<file path="src/rtl/risc_pkg.sv">
// risc_pkg: shared definitions for the fetch front end.
//   RISC_ADDR_W / RISC_DATA_W : default PC and instruction widths
//   ifb_state_t               : fetch buffer FSM state {FETCH, DRAIN}
//   fetch_pkt_t               : {pc, instr} pair handed to decode
package risc_pkg;

  localparam int RISC_ADDR_W = 32;
  localparam int RISC_DATA_W = 32;

  typedef enum logic {
    FETCH = 1'b0,
    DRAIN = 1'b1
  } ifb_state_t;

  typedef struct packed {
    logic [RISC_ADDR_W-1:0] pc;
    logic [RISC_DATA_W-1:0] instr;
  } fetch_pkt_t;

endpackage

</file>
<file path="src/rtl/ifetch_buffer_if.sv">
// ifetch_buffer_if: bundles the PC, instruction-memory and decode handshakes
// of the fetch buffer.
//   slave  modport : the fetch buffer side
//   master modport : the environment side (PC, memory, decode)
interface ifetch_buffer_if
  import risc_pkg::*;
#(
  parameter int ADDR_W = RISC_ADDR_W,
  parameter int DATA_W = RISC_DATA_W
) ();

  logic              flush;
  logic [ADDR_W-1:0] pc_in;
  logic              pc_hold;
  logic              imem_req_valid;
  logic [ADDR_W-1:0] imem_req_addr;
  logic              imem_req_ready;
  logic              imem_rsp_valid;
  logic [DATA_W-1:0] imem_rsp_data;
  logic              dec_valid;
  logic [DATA_W-1:0] dec_instr;
  logic [ADDR_W-1:0] dec_pc;
  logic              dec_ready;

  modport slave (
    input  pc_in, flush, imem_req_ready, imem_rsp_valid, imem_rsp_data, dec_ready,
    output pc_hold, imem_req_valid, imem_req_addr, dec_valid, dec_instr, dec_pc
  );

  modport master (
    output pc_in, flush, imem_req_ready, imem_rsp_valid, imem_rsp_data, dec_ready,
    input  pc_hold, imem_req_valid, imem_req_addr, dec_valid, dec_instr, dec_pc
  );

endinterface

</file>
<file path="src/rtl/ifb_fifo.sv">
// ifb_fifo: synchronous FIFO, DEPTH a power of two.
//   clk, reset : clock, asynchronous active-high reset of pointers/count
//   clr        : synchronous empty (wins over push)
//   push/wdata : write when not full
//   pop/rdata  : rdata shows the head; pop advances when not empty
//   full, empty, count : occupancy
module ifb_fifo #(
  parameter int WIDTH = 32,
  parameter int DEPTH = 4
) (
  input  logic                   clk,
  input  logic                   reset,
  input  logic                   clr,
  input  logic                   push,
  input  logic                   pop,
  input  logic [WIDTH-1:0]       wdata,
  output logic [WIDTH-1:0]       rdata,
  output logic                   full,
  output logic                   empty,
  output logic [$clog2(DEPTH):0] count
);

  localparam int PTR_W = $clog2(DEPTH);
  localparam logic [PTR_W:0] DEPTH_C = (PTR_W+1)'(DEPTH);

  logic [PTR_W-1:0] wr_ptr_q, wr_ptr_d, rd_ptr_q, rd_ptr_d;
  logic [PTR_W:0]   count_q, count_d;
  logic [WIDTH-1:0] mem_q [DEPTH];
  logic             do_push, do_pop;

  assign full    = (count_q == DEPTH_C);
  assign empty   = (count_q == '0);
  assign count   = count_q;
  assign rdata   = mem_q[rd_ptr_q];
  assign do_push = push & ~full;
  assign do_pop  = pop & ~empty;

  // Pointers wrap naturally because DEPTH is a power of two.
  always_comb begin
    wr_ptr_d = wr_ptr_q;
    rd_ptr_d = rd_ptr_q;
    count_d  = count_q;
    if (clr) begin
      wr_ptr_d = '0;
      rd_ptr_d = '0;
      count_d  = '0;
    end else begin
      wr_ptr_d = wr_ptr_q + PTR_W'(do_push);
      rd_ptr_d = rd_ptr_q + PTR_W'(do_pop);
      count_d  = count_q + (PTR_W+1)'(do_push) - (PTR_W+1)'(do_pop);
    end
  end

  always_ff @(posedge clk or posedge reset) begin
    if (reset) begin
      wr_ptr_q <= '0;
      rd_ptr_q <= '0;
      count_q  <= '0;
    end else begin
      wr_ptr_q <= wr_ptr_d;
      rd_ptr_q <= rd_ptr_d;
      count_q  <= count_d;
    end
  end

  // Storage carries data only, so it is left out of reset.
  always_ff @(posedge clk) begin
    if (do_push && !clr) mem_q[wr_ptr_q] <= wdata;
  end

endmodule

</file>
<file path="src/rtl/ifetch_buffer.sv">
// ifetch_buffer: fetch stage between the PC and decode.
//   clk, reset : clock, asynchronous active-high reset
//   bus        : ifetch_buffer_if.slave
//     pc_in/pc_hold/flush          : PC interface and redirect
//     imem_req_*/imem_rsp_*        : in-order instruction memory
//     dec_valid/dec_instr/dec_pc/dec_ready : decode handshake
// A tag FIFO remembers the PC of every accepted request (its count is the
// number of outstanding requests); responses are paired with their tag and
// queued for decode. After a flush with requests still in flight the FSM
// sits in DRAIN and throws those responses away.
// Build option: IFB_BYPASS_EN lets a response reach decode in the same cycle
// when the instruction queue is empty.
module ifetch_buffer
  import risc_pkg::*;
#(
  parameter int DEPTH  = 4,
  parameter int ADDR_W = RISC_ADDR_W,
  parameter int DATA_W = RISC_DATA_W
) (
  input  logic           clk,
  input  logic           reset,
  ifetch_buffer_if.slave bus
);

  localparam int CNT_W = $clog2(DEPTH) + 1;
  localparam int PKT_W = ADDR_W + DATA_W;
  localparam logic [CNT_W-1:0] DEPTH_C = CNT_W'(DEPTH);

  ifb_state_t        state_q, state_d;
  logic              req_valid, accept, rsp_keep, q_clr;
  logic              tag_push, tag_pop, tag_full, tag_empty;
  logic [ADDR_W-1:0] tag_head;
  logic [CNT_W-1:0]  outstanding, out_after;
  logic              q_push, q_pop, q_full, q_empty;
  logic [CNT_W-1:0]  q_count;
  logic [PKT_W-1:0]  q_wdata, q_rdata;

  // A response with nothing outstanding is a tag FIFO underflow.
  assign tag_pop   = bus.imem_rsp_valid & ~tag_empty;
  assign out_after = outstanding - CNT_W'(tag_pop);

  always_ff @(posedge clk or posedge reset) begin
    if (reset) state_q <= FETCH;
    else       state_q <= state_d;
  end

  always_comb begin
    state_d = state_q;
    case (state_q)
      FETCH:   if (bus.flush && out_after != '0) state_d = DRAIN;
      // Leaving on the zero check first keeps a late flush from stranding DRAIN.
      DRAIN:   if (out_after == '0) state_d = FETCH;
      default: state_d = FETCH;
    endcase
  end

  always_comb begin
    req_valid = 1'b0;
    rsp_keep  = 1'b0;
    q_clr     = bus.flush;
    case (state_q)
      FETCH: begin
        // Reserve a queue slot for every request so responses never overflow.
        req_valid = ~bus.flush & ~reset & ((q_count + outstanding) < DEPTH_C);
        rsp_keep  = tag_pop & ~bus.flush;
      end
      default: ;
    endcase
  end

  assign accept             = req_valid & bus.imem_req_ready;
  assign tag_push           = accept & ~tag_full;
  assign bus.imem_req_valid = req_valid;
  assign bus.imem_req_addr  = bus.pc_in;
  assign bus.pc_hold        = ~accept;

  assign q_wdata = {tag_head, bus.imem_rsp_data};
  assign q_pop   = ~q_empty & bus.dec_ready;

`ifdef IFB_BYPASS_EN
  logic byp_valid;
  assign byp_valid     = rsp_keep & q_empty;
  assign q_push        = rsp_keep & ~(byp_valid & bus.dec_ready) & ~q_full;
  assign bus.dec_valid = ~q_empty | byp_valid;
  assign bus.dec_pc    = ~q_empty ? q_rdata[PKT_W-1:DATA_W]
                                  : (byp_valid ? tag_head : '0);
  assign bus.dec_instr = ~q_empty ? q_rdata[DATA_W-1:0]
                                  : (byp_valid ? bus.imem_rsp_data : '0);
`else
  assign q_push        = rsp_keep & ~q_full;
  assign bus.dec_valid = ~q_empty;
  // Outputs read zero whenever nothing valid is presented.
  assign bus.dec_pc    = q_empty ? '0 : q_rdata[PKT_W-1:DATA_W];
  assign bus.dec_instr = q_empty ? '0 : q_rdata[DATA_W-1:0];
`endif

  ifb_fifo #(.WIDTH(ADDR_W), .DEPTH(DEPTH)) u_tag_fifo (
    .clk   (clk),
    .reset (reset),
    .clr   (1'b0),
    .push  (tag_push),
    .pop   (tag_pop),
    .wdata (bus.pc_in),
    .rdata (tag_head),
    .full  (tag_full),
    .empty (tag_empty),
    .count (outstanding)
  );

  ifb_fifo #(.WIDTH(PKT_W), .DEPTH(DEPTH)) u_instr_q (
    .clk   (clk),
    .reset (reset),
    .clr   (q_clr),
    .push  (q_push),
    .pop   (q_pop),
    .wdata (q_wdata),
    .rdata (q_rdata),
    .full  (q_full),
    .empty (q_empty),
    .count (q_count)
  );

  a_rsp_needs_outstanding: assert property (
    @(posedge clk) disable iff (reset) bus.imem_rsp_valid |-> (outstanding != '0));

endmodule

</file>
<file path="src/flat_wrapper.sv">
// flat-port wrapper written by rule: the top's interface ports become plain ports
module ifetch_buffer_flat import risc_pkg::*;
#(
  parameter int DEPTH  = 4,
  parameter int ADDR_W = RISC_ADDR_W,
  parameter int DATA_W = RISC_DATA_W
)
  (clk, reset, bus_pc_in, bus_flush, bus_imem_req_ready, bus_imem_rsp_valid, bus_imem_rsp_data, bus_dec_ready, bus_pc_hold, bus_imem_req_valid, bus_imem_req_addr, bus_dec_valid, bus_dec_instr, bus_dec_pc);
  ifetch_buffer_if #(.ADDR_W(ADDR_W), .DATA_W(DATA_W)) bus_i ();
  input  logic clk;
  input  logic reset;
  input wire logic [$bits(bus_i.pc_in)-1:0] bus_pc_in;
  input wire logic [$bits(bus_i.flush)-1:0] bus_flush;
  input wire logic [$bits(bus_i.imem_req_ready)-1:0] bus_imem_req_ready;
  input wire logic [$bits(bus_i.imem_rsp_valid)-1:0] bus_imem_rsp_valid;
  input wire logic [$bits(bus_i.imem_rsp_data)-1:0] bus_imem_rsp_data;
  input wire logic [$bits(bus_i.dec_ready)-1:0] bus_dec_ready;
  output wire logic [$bits(bus_i.pc_hold)-1:0] bus_pc_hold;
  output wire logic [$bits(bus_i.imem_req_valid)-1:0] bus_imem_req_valid;
  output wire logic [$bits(bus_i.imem_req_addr)-1:0] bus_imem_req_addr;
  output wire logic [$bits(bus_i.dec_valid)-1:0] bus_dec_valid;
  output wire logic [$bits(bus_i.dec_instr)-1:0] bus_dec_instr;
  output wire logic [$bits(bus_i.dec_pc)-1:0] bus_dec_pc;
  assign bus_i.pc_in = bus_pc_in;
  assign bus_i.flush = bus_flush;
  assign bus_i.imem_req_ready = bus_imem_req_ready;
  assign bus_i.imem_rsp_valid = bus_imem_rsp_valid;
  assign bus_i.imem_rsp_data = bus_imem_rsp_data;
  assign bus_i.dec_ready = bus_dec_ready;
  assign bus_pc_hold = bus_i.pc_hold;
  assign bus_imem_req_valid = bus_i.imem_req_valid;
  assign bus_imem_req_addr = bus_i.imem_req_addr;
  assign bus_dec_valid = bus_i.dec_valid;
  assign bus_dec_instr = bus_i.dec_instr;
  assign bus_dec_pc = bus_i.dec_pc;
  ifetch_buffer #(.DEPTH(DEPTH), .ADDR_W(ADDR_W), .DATA_W(DATA_W)) u_core (.clk(clk), .reset(reset), .bus(bus_i));
endmodule
</file>
<file path="config.mk">
export PLATFORM = sky130hd
export DESIGN_NAME = ifetch_buffer_flat
export DESIGN_NICKNAME = d
export VERILOG_FILES = /design/src/rtl/risc_pkg.sv /design/src/rtl/ifetch_buffer_if.sv /design/src/rtl/ifb_fifo.sv /design/src/rtl/ifetch_buffer.sv /design/src/flat_wrapper.sv
export SDC_FILE = /design/constraint.sdc
export NUM_CORES = 1
export LEC_CHECK = 0
export BUFFER_PORTS_ARGS = -buffer_cell sky130_fd_sc_hd__buf_2
export CORE_UTILIZATION = 55
export DETAILED_ROUTE_END_ITERATION = 10
export PLACE_DENSITY = 0.75
export SLEW_MARGIN = 20
export SYNTH_ARGS = -nofsm -noshare
export SYNTH_HDL_FRONTEND = slang
export SYNTH_HIERARCHICAL = 1
export SYNTH_SLANG_ARGS = --single-unit
</file>
<file path="constraint.sdc">
create_clock -name clk -period 10.71 [get_ports clk]
set_input_delay 1.071 -clock clk [delete_from_list [all_inputs] [get_ports clk]]
set_output_delay 1.071 -clock clk [all_outputs]
set_load 0.02 [all_outputs]
</file>
==> results of run 1 <==
==> critical path, delay by kind of cell, from the launching register on <==
family                 cells  cell delay, ps
muxes                      1             620
and+or+nand+nor            1             160
buffers and inverters      2             930
DFF                        1             710
==> cells in the final DEF, fill, tap and decap left out, types with 3 or more instances in the layout <==
master,Yosys,final
conb_1,1,8
dfrtp_1,15,12
clkbuf_16,0,41
clkbuf_1,10,12
nor2_1,12,10
nor2b_1,74,74
buf_2,13,168
clkinv_2,0,9
mux4_2,92,92
xnor2_1,7,7
clkinv_1,0,3
buf_4,32,13
mux4_1,4,4
edfxtp_1,384,384
ha_1,8,8
nor3_2,0,3
inv_1,12,12
nand2b_1,4,4
==> per-layer routing <==
metal	wire length [microns]	track usage, %	up-vias
li1	-	-	3141
met1	11300	26.0	3654
met2	13400	31.4	188
met3	1160	2.95	42
met4	501	5.44	0
met5	0	0	-
==> final cells by class <==
class                           count  area (sq um)
Sequential cell                   399         11900
Fill cell                        1944          9950
Multi-Input combinational cell    238          3200
Clock buffer                       55          1100
Timing Repair Buffer              181           938
Tap cell                          378           473
Clock inverter                     19           158
Inverter                           12          45.0
==> Yosys cell counts (3+ instances only) <==
master,count,area (sq um)
nor2b_1,74,463
mux4_1,4,105
nor2_1,12,45.0
buf_4,32,240
buf_2,13,65.1
dfrtp_1,15,375
edfxtp_1,384,11500
xnor2_1,7,61.3
clkbuf_1,10,37.5
nand2b_1,4,25.0
nor4_1,3,18.8
inv_1,12,45.0
nor3_1,4,20.0
ha_1,8,100
buf_12,6,120
mux4_2,92,2070
==> state kept, by name, summed over array words and instances, names as in the netlist <==
register / cells
u_core/u_instr_q/mem_q: 256
u_core/u_tag_fifo/mem_q: 128
u_core/u_instr_q/count: 3
u_core/u_tag_fifo/count: 3
u_core/u_instr_q/rd_ptr_q: 2
u_core/u_instr_q/wr_ptr_q: 2
u_core/u_tag_fifo/rd_ptr_q: 2
u_core/u_tag_fifo/wr_ptr_q: 2
u_core/state_q: 1
==> cells by family (layout without fill, tap and decap cells) <==
logic type | count (synthesis) | count (layout)
xor gates and xnor gates | 10 | 10
DFF | 399 | 399
AOI/OAI and AO/OA | 6 | 6
buffers and inverters | 75 | 267
adders and majority gates | 10 | 10
other | 1 | 8
and+or+nand+nor | 108 | 108
muxes | 96 | 96
==> report_power, final <==
group / total, mW / switching [mW] / internal (mW)
sequential: 1.76 / 0.0141 / 1.75
combinational: 0.246 / 0.157 / 0.0893
clock: 1.32 / 0.548 / 0.771
==> stage by stage <==
step | hold WS [ps] | power [mW] | setup WS, ps
after floorplan | 522 | 1.96 | 2470
after global placement | 558 | 2.04 | 7070
after detailed placement | 558 | 2.04 | 7020
after CTS | 402 | 3.36 | 6530
after global routing | 420 | 3.44 | 6400
final | 427 | 3.32 | 6650
==> path summary, 6_finish.rpt <==
path,startpoint,end,slack (ps),cells after the start
worst min register to register,u_core/u_instr_q/wr_ptr_q[1]$_DFF_PP0_,u_core/u_instr_q/wr_ptr_q[1]$_DFF_PP0_,580,2
max in group asynchronous,reset,u_core/u_tag_fifo/rd_ptr_q[0]$_DFF_PP0_,9940,2
worst max-delay path,u_core/u_instr_q/rd_ptr_q[0]$_DFF_PP0_,bus_dec_instr[0],6650,4
min in group clk,u_core/u_instr_q/wr_ptr_q[1]$_DFF_PP0_,u_core/u_instr_q/wr_ptr_q[1]$_DFF_PP0_,580,2
worst min-delay path,reset,u_core/state_q$_DFF_PP0_,430,2
worst max register to register,u_core/u_tag_fifo/count[1]$_DFF_PP0_,u_core/u_tag_fifo/mem_q[2][21]$_DFFE_PP_,7590,6
==> out/summary.txt, run 1 <==
========================================================================================
TritonCTS clock tree                                                               built
Multiplexer share of the synthesized area                                          14.0%
Clock network latency to the later pin of the worst-skew pair                     530 ps
Data required, critical path                                                     9640 ps
Finished layout cell area                                                   17,800 sq um
Power Dens Cells                                                             186 nW/um^2
Post-Synth Simple-Gate Area                                                        4.21%
Antenna violations before repair                                                       0
Global-route wire length before repair                                      40,500 microns
Post-synth EDFFs                                                                     384
DR WL/cell                                                                  20.5 microns
Endpoint kind of the worst setup timing path                                primary output
Result of the run                                                              completed
Peak Freq                                                                      0.246 GHz
Compound-cell area share of the yosys netlist                                     0.322%
Period utilization                                                                 37.9%
Clock-pin slew on the worst setup and hold paths                                   60 ps
Final instance count without filler cells                                          1,282
Cell Area, Placed                                                           16,600 sq um
Number of nets with antenna violations after detailed routing                          0
Worst slew margin relative to its limit                                            32.1%
Count of placed standard cells including taps                                      1,208
Synthesized area                                                            15,600 sq um
RSZ-0062 raised after global routing                                               false
Routability-driven placement congestion ratio                                      0.772
Post-synthesis to final-layout area growth                                         14.6%
Share of synthesized area occupied by flip-flops and latches                       76.5%
IO Port Bufs                                                                         168
Total via count in the routed design                                               7,025
Xor-xnor portion of the synthesized cell area                                     0.651%
Total half-perimeter wirelength after legalization and detailed placement   16,000 microns
Count of synthesis-stage warnings from yosys                                           6
Number of max-slew violations in the final report                                      0
Dominant combinational cell family by area after synthesis                  multiplexers
Maximum clock path buffer count                                                        3
Cell-by-cell listing of the critical path                                   buf_4 > mux4_1 > nor2b_1 > buf_2
Number of storage elements in the synthesis netlist                                  399
Pin count of the biggest net entering global routing                                  66
Root Buffer                                                                    clkbuf_16
Post-CTS setup-driven buffer insertion count                                           0
Total iterations of the first detailed-routing run                                     5
Top-level port count                                                                 169
Worst-margin pin slew                                                            1020 ps
Ratio of cells with drive above 1 in the final layout                              38.4%
Hold violation total from the final report                                             0
Number of gates resized after CTS                                                      0
Cell count after synthesis                                                           705
Starting DRC count in detailed routing                                               390
Starting utilization of the core area                                              56.0%
Routed wire length                                                          26,300 microns
Minimum clock period                                                             4060 ps
Total DRC errors in the routed layout                                                  0
Number of levels the H-tree was split into                                             2
Static Leak                                                                      6.02 nW
Nets                                                                                 952
Number of global-route vias before repair                                          7,211
Remaining global-route overflow                                                        0
Global routing usage summed across all routing layers                              18.8%
Path type of the worst min-delay path                                       primary input to async pin
Final sum of negative setup slack                                                   0 ps
Post-synthesis cell type count                                                        37
Hold-fix buffers at CTS                                                                0
Total number of placement rows                                                        61
Syn Area/Cell                                                                 22.1 sq um
CP max stage cell                                                                  buf_4
Adder-cell share of the synthesized area                                          0.901%
CORE AREA                                                                   27,800 sq um
Vias per Instance                                                                   5.48
Slowest Stage Delay on Critical Path                                              740 ps
Max rail drop VDD                                                                 120 uV
Data arrival time at the worst-slack endpoint                                    2990 ps
Worst clock skew on the final layout                                             12.3 ps
Dominant register cell in the synthesized netlist                               edfxtp_1
Antenna cells                                                                          0
Number of clock buffers inserted by TritonCTS                                         40
Final design utilization                                                           64.2%
Async set or reset register ratio after synthesis                                  3.76%
Kind of start point of the critical path                                            flop
Die outline height                                                           170 microns
Final-report setup violation count                                                     0
Clock sink count                                                                     399
Die outline area                                                            29,000 sq um
Largest fanout on the critical path                                                   43
Kind of critical path                                                       flop to primary output
DIE WIDTH                                                                    170 microns
Max-cap check violation count                                                          0
========================================================================================
No activity file was read; power rests on OpenSTA's default activity.
==> run 2: changes to the inputs <==
- CORE_UTILIZATION: 55 -> 53
- PLACE_DENSITY: 0.75 -> 0.76
- clock period: 10.71 -> 3.3 ns (I/O delays scaled with it)
==> out/summary.txt, run 2 (same netlist as run 1, synthesis figures left out) <==
========================================================================================
Total half-perimeter wirelength after legalization and detailed placement   15,400 microns   -3.4%
Minimum clock period                                                             2870 ps
Data arrival time at the worst-slack endpoint                                    2540 ps   -450 ps
Remaining global-route overflow                                                        0   unchanged
Clock network fraction of design power                                             39.8%   about the same
IO Port Bufs                                                                         168   unchanged
Routability-driven placement congestion ratio                                      0.771   -0.21%
Vias per Instance                                                                   5.48   about the same
Clock sink count                                                                     399   unchanged
Internal power component                                                         8.51 mW   +230%
Global routing usage summed across all routing layers                              18.7%   -0.10 points
Hold violation total from the final report                                             0   unchanged
Endpoint kind of the worst setup timing path                                primary output
CP max stage cell                                                                 mux4_1
Total via count in the routed design                                               7,067   +0.60%
RSZ-0062 raised after global routing                                               false
Antenna violations before repair                                                       0   unchanged
DR WL/cell                                                                  21.1 microns   +2.5%
Ratio of cells with drive above 1 in the final layout                              39.0%   +0.58 points
Die outline height                                                           173 microns   +1.8%
Family with the most delay on the worst path                                multiplexers
Switching Share                                                                    21.5%   -0.071 points
Sequential cell fraction of total power                                            52.7%   -0.2 points
Root Buffer                                                                    clkbuf_16
Largest fanout on the critical path                                                   20   -53%
Clock network latency to the later pin of the worst-skew pair                     520 ps   about the same
Highest-count cells in the layout ignoring fill and taps                    edfxtp_1, buf_2, mux4_2
Peak Freq                                                                      0.349 GHz
Post-CTS setup-driven buffer insertion count                                           0   unchanged
Data required, critical path                                                     2970 ps   -6670 ps
Total number of placement rows                                                        62   +1.6%
Total iterations of the first detailed-routing run                                     4   -1
Final-report setup violation count                                                     0   unchanged
Maximum clock path buffer count                                                        3   unchanged
DIE WIDTH                                                                    173 microns   +1.8%
Pin count of the biggest net entering global routing                                  66   unchanged
Number of flip-flops under the largest register name                                 256   unchanged
Die outline area                                                            30,000 sq um   +3.7%
Starting utilization of the core area                                              54.1%   -1.9 points
Top flop regs                                                               u_core/u_instr_q/mem_q (256), u_core/u_tag_fifo/mem_q (128)
Static Leak                                                                      6.11 nW   +1.4%
Number of levels the H-tree was split into                                             2   unchanged
Worst hold path stage count                                                            1
Worst slew margin relative to its limit                                            49.1%   +17 points
TritonCTS clock tree                                                               built
Most frequent standard cell in the layout excluding fill and tap cells          edfxtp_1
Setup slack at placement                                                          539 ps   -6480 ps
Number of max-slew violations in the final report                                      0   unchanged
R2R depth                                                                             11   +5
Relative contribution of combinational cells to total power                         7.6%   +0.2 points
Number of filler instances in the final layout                                     1,952   +0.41%
Max rail drop VDD                                                                 490 uV   +310%
Worst clock skew on the final layout                                             13.5 ps   +1.19 ps
Levels on crit path                                                                    4   unchanged
Global-route wire length before repair                                      42,300 microns   +4.5%
Nets                                                                                 958   +0.63%
Cell-by-cell listing of the critical path                                   buf_4 > mux4_1 > nor2b_1 > buf_2
Routed wire length                                                          27,200 microns   +3.2%
Power Dens Cells                                                             600 nW/um^2   +220%
Post-synthesis to final-layout area growth                                         16.1%
Register area                                                               11,900 sq um   about the same
Worst-margin pin slew                                                             764 ps   -253 ps
Max-cap check violation count                                                          0   unchanged
Path type of the worst min-delay path                                       primary input to flop
Number of buffers and inverters on the critical path                                   2   unchanged
Number of clock buffers inserted by TritonCTS                                         40   unchanged
Area of the multi-input gates                                                 3250 sq um   +1.4%
Kind of start point of the critical path                                            flop
Slowest Stage Delay on Critical Path                                              630 ps   -110 ps
Net Switching                                                                    2.34 mW   +230%
Antenna cells                                                                          0   unchanged
Period utilization                                                                 86.9%
Hold Worst Slack                                                                 29.4 ps   -397 ps
CORE AREA                                                                   28,800 sq um   +3.6%
Number of nets with antenna violations after detailed routing                          0   unchanged
Kind of critical path                                                       flop to primary output
Number of global-route vias before repair                                          7,471   +3.6%
Setup ws final                                                                    433 ps   -6220 ps
Total DRC errors in the routed layout                                                  0   unchanged
Starting DRC count in detailed routing                                               401   +2.8%
Result of the run                                                              completed
Most flop-heavy register                                                    u_core/u_instr_q/mem_q
Top-level port count                                                                 169   unchanged
Clock-pin slew on the worst setup and hold paths                                   60 ps   about the same
========================================================================================
[run 2: layer usage]
metal / GRT usage (%) / share of wire (%) / wire, microns
met5: 0 / 0 / 0
met4: 7.19 / 3.1 / 847
met3: 2.94 / 5.0 / 1350
met2: 31.8 / 51 / 13800
met1: 24.6 / 41 / 11200
[run 2: power by group through the flow]
stage | registers [mW] | logic (mW) | clock network (mW)
6_report | 5.71 | 0.821 | 4.31
2_1_floorplan | 5.81 | 0.547 | 0
3_3_place_gp | 5.81 | 0.816 | 0
3_5_place_dp | 5.81 | 0.829 | 0
5_1_grt | 5.72 | 0.893 | 4.61
4_1_cts | 5.71 | 0.837 | 4.42
[run 2: final cells by class]
cell class	instances	share of cell area, %
Sequential cell	399	66.0
Tap cell	384	2.66
Timing Repair Buffer	187	6.15
Clock inverter	25	1.12
Inverter	12	0.249
Multi-Input combinational cell	238	18.0
Clock buffer	45	5.88
[run 2: stage by stage]
step | utilization (%) | total power, mW | area [sq um] | instances | setup TNS, ps
floorplan | - | 6.35 | 15700 | 712 | -37590
global route | 62.8 | 11.2 | 18100 | 1290 | 0
finish | 62.8 | 10.8 | 18100 | 1290 | 0
global placement | 58.3 | 6.62 | 16800 | 1219 | 0
CTS | 62.8 | 11.0 | 18100 | 1290 | 0
detailed placement | 58.3 | 6.64 | 16800 | 1219 | 0
[run 2: path summary, 6_finish.rpt]
check	startpoint	to	slack [ps]
max	u_core/u_instr_q/rd_ptr_q[0]$_DFF_PP0_	bus_dec_instr[2]	430
min	bus_imem_rsp_data[9]	u_core/u_instr_q/mem_q[0][9]$_DFFE_PP_	30
max reg2reg	u_core/u_tag_fifo/count[2]$_DFF_PP0_	u_core/u_tag_fifo/count[2]$_DFF_PP0_	480
min reg2reg	u_core/u_instr_q/wr_ptr_q[1]$_DFF_PP0_	u_core/u_instr_q/wr_ptr_q[1]$_DFF_PP0_	600
max in group asynchronous	reset	u_core/u_instr_q/rd_ptr_q[0]$_DFF_PP0_	2640
min in group asynchronous	reset	u_core/state_q$_DFF_PP0_	250
[run 2: repair_timing]
item	CTS	global route
hold buffers	1	0
hold endpoints to repair	15	0
gates resized for setup	0	0
setup endpoints to repair	0	0
